**src/rtl/clk_div_scheduler.sv**
```systemverilog
// Programmable clock-enable divider with start/stop/drain control and optional burst length.
// The active ratio only changes at a period boundary, so no period is ever cut short.
module clk_div_scheduler #(
    parameter int unsigned CNT_W   = 8,
    parameter int unsigned BURST_W = 16
) (
    input  logic               clk,
    input  logic               reset,
    input  logic               i_start,
    input  logic               i_stop,
    input  logic [CNT_W-1:0]   i_div,
    input  logic               i_div_load,
    input  logic [BURST_W-1:0] i_burst,
    output logic               o_busy,
    output logic               o_clk_div,
    output logic               o_tick,
    output logic [BURST_W-1:0] o_tick_cnt,
    output logic               o_done
);

    typedef enum logic [1:0] {StIdle, StRun, StDrain} state_t;

    state_t             state;
    logic [CNT_W-1:0]   cnt;
    logic [CNT_W-1:0]   ratio;
    logic [CNT_W-1:0]   ratio_pend;
    logic [BURST_W-1:0] burst;
    logic [BURST_W-1:0] tick_cnt;
    logic               done;

    logic [CNT_W-1:0]   n_eff;
    logic               last;
    logic [BURST_W-1:0] tick_inc;
    logic               burst_end;

    always_comb begin
        n_eff     = (ratio < CNT_W'(2)) ? CNT_W'(2) : ratio;
        last      = (cnt == n_eff - 1'b1);
        tick_inc  = (tick_cnt == '1) ? tick_cnt : tick_cnt + 1'b1;
        burst_end = (burst != '0) && (tick_inc == burst);
    end

    always_ff @(posedge clk) begin
        if (reset) begin
            state      <= StIdle;
            cnt        <= '0;
            ratio      <= CNT_W'(2);
            ratio_pend <= CNT_W'(2);
            burst      <= '0;
            tick_cnt   <= '0;
            done       <= 1'b0;
        end else begin
            done <= 1'b0;
            case (state)
                StIdle: begin
                    if (i_div_load) begin
                        ratio      <= i_div;
                        ratio_pend <= i_div;
                    end
                    // The pending ratio may be newer than the active one if it was loaded late
                    // in the previous run.
                    if (i_start) begin
                        state    <= StRun;
                        cnt      <= '0;
                        tick_cnt <= '0;
                        burst    <= i_burst;
                        ratio    <= i_div_load ? i_div : ratio_pend;
                    end
                end
                default: begin
                    if (i_div_load) begin
                        ratio_pend <= i_div;
                    end
                    if (last) begin
                        cnt      <= '0;
                        ratio    <= ratio_pend;
                        tick_cnt <= tick_inc;
                        if (burst_end || (state == StDrain) || i_stop) begin
                            state <= StIdle;
                            done  <= 1'b1;
                        end
                    end else begin
                        cnt <= cnt + 1'b1;
                        if ((state == StRun) && i_stop) begin
                            state <= StDrain;
                        end
                    end
                end
            endcase
        end
    end

    always_comb begin
        o_busy     = (state != StIdle);
        o_clk_div  = (state != StIdle) && (cnt < (n_eff >> 1));
        o_tick     = (state != StIdle) && last;
        o_tick_cnt = tick_cnt;
        o_done     = done;
    end

endmodule

```
**config.mk**
```make
export PLATFORM = sky130hd
export DESIGN_NAME = clk_div_scheduler
export DESIGN_NICKNAME = d
export VERILOG_FILES = /design/src/rtl/clk_div_scheduler.sv
export SDC_FILE = /design/constraint.sdc
export NUM_CORES = 1
export LEC_CHECK = 0
export CORE_ASPECT_RATIO = 0.6
export CORE_MARGIN = 4
export CORE_UTILIZATION = 41
export DETAILED_ROUTE_END_ITERATION = 10
export PLACE_DENSITY = 0.75
export SYNTH_ARGS = -nofsm -noshare
export SYNTH_HDL_FRONTEND = slang
export SYNTH_SLANG_ARGS = --single-unit
```
**constraint.sdc**
```tcl
create_clock -name clk -period 2.88 [get_ports clk]
set_input_delay 0.576 -clock clk [delete_from_list [all_inputs] [get_ports clk]]
set_output_delay 0.576 -clock clk [all_outputs]
set_load 0.03 [all_outputs]
```
; ---- Word level (Yosys, flattened, before mapping)
; Cells that the tools add are included.
[word_totals]
word_cells = 56
out_inout_bits = 20
ff_bits = 59
in_bits = 29
[classes]
n_reduce_logical = 16
addsub = 3
mux = 19
eq_ne = 8
bitwise_logic = 1
n_lt_le_gt_ge = 2
[ops]
columns = operator, count
row1 = two-way mux 8 bit, 9
row2 = two-way mux 16 bit, 4
row3 = adder 16 x 1 -> 16 bit (second input constant), 1
row4 = == test 16 bit, 1
row5 = == test 16 bit (second input constant), 1
row6 = nonzero test 16 bit, 1
row7 = two-way mux 2 bit, 5
row8 = adder 8 x 1 -> 8 bit (second input constant), 1
row9 = == test 8 bit, 1
row10 = < comparator 8 x 2 -> 1 bit (second input constant), 1
row11 = < comparator 8 x 7 -> 1 bit, 1
row12 = subtractor 8 x 1 -> 8 bit (second input constant), 1
row13 = AND reduction 2 bit, 3
row14 = logical AND 1 bit, 4
row15 = nonzero test 2 bit, 2
row16 = != test 3 x 1 -> 1 bit (second input constant), 1
row17 = != test 3 bit (second input constant), 1
row18 = AND reduction 3 bit, 1
row19 = nonzero test 3 bit, 1
row20 = OR reduction 3 bit, 1
row21 = == test 2 x 1 -> 1 bit (second input constant), 1
row22 = == test 2 bit (second input constant), 1
row23 = zero test 2 bit, 1
row24 = logical OR 1 bit, 2
row25 = other kinds (3), 3

; ---- Depth between registers and ports, before layout
[logic_depth]
depth_word = 9
mapped_depth = 13
depth_no_buf = 11

; ---- Worst setup path after synthesis
; No wires, ideal clock.
[synth_timing]
kind = flip-flop to output port
startpoint = reg ratio[3]
endpoint = out o_tick
path_stages_with_launch = 11
arrival_time_ps = 2650
path_buffers = 2
required_ps = 2304
path_slack_ps = -346
path_cell_list = dfxtp_1 clkbuf_1 or4_1 o41ai_2 ha_1 xor2_1 o221ai_1 and4b_1 nand3_1 inv_2 buf_2
[synth_via]
elab_chain_len = 5
[synth_rtl]
columns = element, line
row1 = start: declaration, 25  ; logic [CNT_W-1:0] ratio;
row2 = start signal: assignment, 57  ; ratio <= i_div;
row3 = start signal: assignment, 67  ; ratio <= i_div_load ? i_div : ratio_pend;
row4 = start signal: assignment, 76  ; ratio <= ratio_pend;
row5 = < comparator 8 x 2 -> 1 bit, 37  ; n_eff = (ratio < CNT_W'(2)) ? CNT_W'(2) : ratio;
row6 = two-way mux 8 bit (*), 37
row7 = subtractor 8 x 1 -> 8 bit (*), 38  ; last = (cnt == n_eff - 1'b1);
row8 = == test 8 bit (*), 38
row9 = logical AND 1 bit (*), 96  ; o_tick = (state != StIdle) && last;
row10 = end: declaration, 16  ; output logic o_tick,
; Every way passes the cells marked *; elsewhere a longest branch is shown, timed or not.

; ---- Worst setup path in the final report
; Ends and elaborated chain as after synthesis.

==> impl_metrics.tcl <==
set metrics [dict create \
    irDropWorstVdd_v 0.000384 \
    hpwl_um 9510 \
    wl_met1_um 6490 \
    synth_nets 530 \
    first_pass_iters 5 \
    cts-buffers-inserted 9 \
    r2r-start "ratio[3]" \
    area_growth_pct 43.5 \
    p_leak_uw 0.00205 \
    synth.distinct_cells 59 \
    postPlaceCellArea_um2 4710 \
    clock_skew_ps 3.97 \
    ctsHoldBuffers 0 \
    critPathLaunch "ratio[3]" \
    final.min_clock_period_ps 3300 \
    overflow 0 \
    worstPathArrival_ps 2720 \
    synth_common_cells "dfxtp_1 (59), nand2_1 (59), a21oi_1 (38)" \
    worst_slew_pin_slew_ps 650 \
    cts_buffer_depth 2 \
    reg2regPathDepth 14 \
    cts_sinks 59 \
    timing.final.ws_setup_ps -419 \
    dpl.cell_count 669 \
    num_rows 26 \
    ctsRootBufferMaster "clkbuf_16" \
    violations "setup timing" \
    clock.fmax_ghz 0.303 \
    nNetsFinal 625 \
    start_util_pct 43.5 \
    maxCapViolCount 0 \
    drive_above_1_share_pct 24.5 \
    postRouteAntennaNets 0 \
    postSynth.asyncResetShare_pct 0 \
    finalHoldViolCount 0 \
    crit_path_end_kind "primary output" \
    grt_antenna_before_repair 0 \
    syn_inst 492 \
    die-area_um2 11000 \
    cts_tree "built" \
    drv_slew 0 \
    rsz0062_at_grt "yes" \
    route.met3.wl_um 1500 \
    die_h_um 82.7 \
    syn_area_um2 3820 \
    vias 4305 \
    synth_top_area_share_pct 30.9 \
    core_um2 8780 \
    gp_congestion 0.980 \
    drt_iter0_markers 600 \
    crit_required_ps 2300 \
    grt_max_degree 54 \
    endpoint "o_tick" \
    io_pins 49 \
    fin_crit_sh_pct 115 \
    clock_latency_ps 330 \
    grtUsageTotal_pct 24.1 \
    path_class "reg2out" \
    start_kind "flop" \
    path_max_fanout 2 \
    synthTopCellsByArea "dfxtp_1 (31%), mux2i_1 (6.0%), nand2_1 (5.8%)" \
    cts_htree_levels 3 \
    grt_pass1_wl_um 20600 \
    avgSynthCellArea_um2 7.76 \
    post-place-ws_ps -269 \
    avgRoutedWirePerCell_um 19.2 \
    stdcell_count 704 \
    synth_top_area_cell "dfxtp_1" \
    ys_ff_latch 59 \
    vias_per_cell 6.12 \
    status "complete, but fails checks" \
    design_area_um2 5480 \
    hold_class "reg2reg" \
    power_density_nw_per_um2 569 \
    slew_headroom_pct 55.6 \
    r2r-end "o_tick_cnt[0]" \
    die_w_um 133 \
    ys_warn_count 0 \
    grt_pass1_vias 3904 \
    port_buffers 48 \
    finalWirelength_um 13500 \
    routed.top_layer "met4" \
    synth-main-ff-cell "dfxtp_1" \
    setup_viol 21 \
    clkTransAtPathRegs_ps 50 \
    ys_seq_area_share_pct 30.9 \
    r2r_setup_slack_ps -320 \
    insertedDiodeCount 0 \
    wl_met2_um 5360 \
    drc 0 \
    finish.utilization_pct 62.4 \
    synth_edf_count 0 \
]
==> cells by family after synthesis <==
family                     share of synthesized area (%)
xor gates and xnor gates                            6.42
and+or+nand+nor                                     25.8
muxes                                               6.92
AOI/OAI and AO/OA                                   21.5
buffers and inverters                               5.51
adders and majority gates                           2.95
DFF                                                 30.9
==> state kept, by name (all words and copies together) (netlist names) <==
register    count
o_tick_cnt     16
ratio           8
state           2
ratio_pend      8
burst          16
o_done          1
cnt             8
==> timing repair <==
| item | in CTS | in global routing |
|---|---|---|
| pin swaps | 9 | 28 |
| setup buffers | 7 | 10 |
| gates cloned | 2 | 1 |
| endpoints found under the setup margin | 31 | 36 |
| resized for setup | 11 | 57 |
==> metrics by stage <==
step / total power [uW] / hold slack (ps) / TNS, ps
after global routing: 3260 / 517 / -9070
after floorplan: 1480 / 441 / -351
after global placement: 1760 / 453 / -828
after CTS: 2940 / 494 / -2200
after detailed placement: 1790 / 485 / -2900
final: 3120 / 493 / -4390
==> critical path, stage by stage, from the launching register on <==
cell	delay (ps)
dfxtp_2	320
or4_4	550
o41ai_4	280
ha_2	340
xor2_1	160
o221ai_2	110
and4b_2	330
nand3_4	100
inv_4	80
buf_6	120
==> placed cells by master, fill, tap and decap left out, types with 6 or more instances in the layout <==
| cell | synthesis | final |
|---|---|---|
| o21a_1 | 8 | 8 |
| a31oi_1 | 11 | 10 |
| dfxtp_2 | 0 | 7 |
| or4_1 | 7 | 6 |
| nand2_1 | 59 | 58 |
| dfxtp_1 | 59 | 52 |
| xor2_1 | 12 | 11 |
| a21oi_1 | 38 | 33 |
| nor4_1 | 15 | 14 |
| clkdlybuf4s50_1 | 0 | 45 |
| o21ai_0 | 20 | 12 |
| nor2_1 | 33 | 31 |
| inv_1 | 12 | 12 |
| buf_4 | 2 | 55 |
| clkbuf_16 | 0 | 9 |
| nand3_1 | 29 | 24 |
| xnor2_1 | 16 | 16 |
| buf_6 | 0 | 12 |
| or3_1 | 9 | 9 |
| ha_1 | 9 | 8 |
| a311oi_1 | 11 | 9 |
| nor3_1 | 13 | 9 |
| nand4_1 | 9 | 9 |
| mux2i_1 | 23 | 22 |
==> layout make-up <==
| cell class | count | area, um^2 |
|---|---|---|
| fillers | 753 | 3300 |
| multi-input cells | 382 | 2650 |
| flip-flops and latches | 59 | 1190 |
| repair buffers | 120 | 1140 |
| clock buffers | 11 | 243 |
| well taps | 112 | 140 |
| clock inverters | 5 | 62.6 |
| inverters | 15 | 58.8 |
==> worst min path at each step <==
stage                   from             to  slack (ps)  cells past startpoint
2_1_floorplan  ratio_pend[1]  ratio_pend[1]         440                      2
3_3_place_gp   ratio_pend[1]  ratio_pend[1]         450                      2
3_5_place_dp   ratio_pend[3]  ratio_pend[3]         490                      2
4_1_cts             burst[0]       burst[0]         490                      2
5_1_grt             burst[0]       burst[0]         520                      2
6_report            burst[0]       burst[0]         490                      2
==> power by group <==
part	total, uW	internal (uW)	switching, uW	leakage, uW
sequential	961	882	79.0	0.000485
clock	1100	696	401	0.000142
combinational	1060	503	555	0.00142
total	3120	2080	1040	0.00205
==> metal layers <==
layer,up-vias,global-route usage (%)
met5,-,0
met4,0,7.37
met3,23,7.20
met2,252,33.0
met1,2008,35.7
li1,2022,-
(Power assumes the default switching activity.)
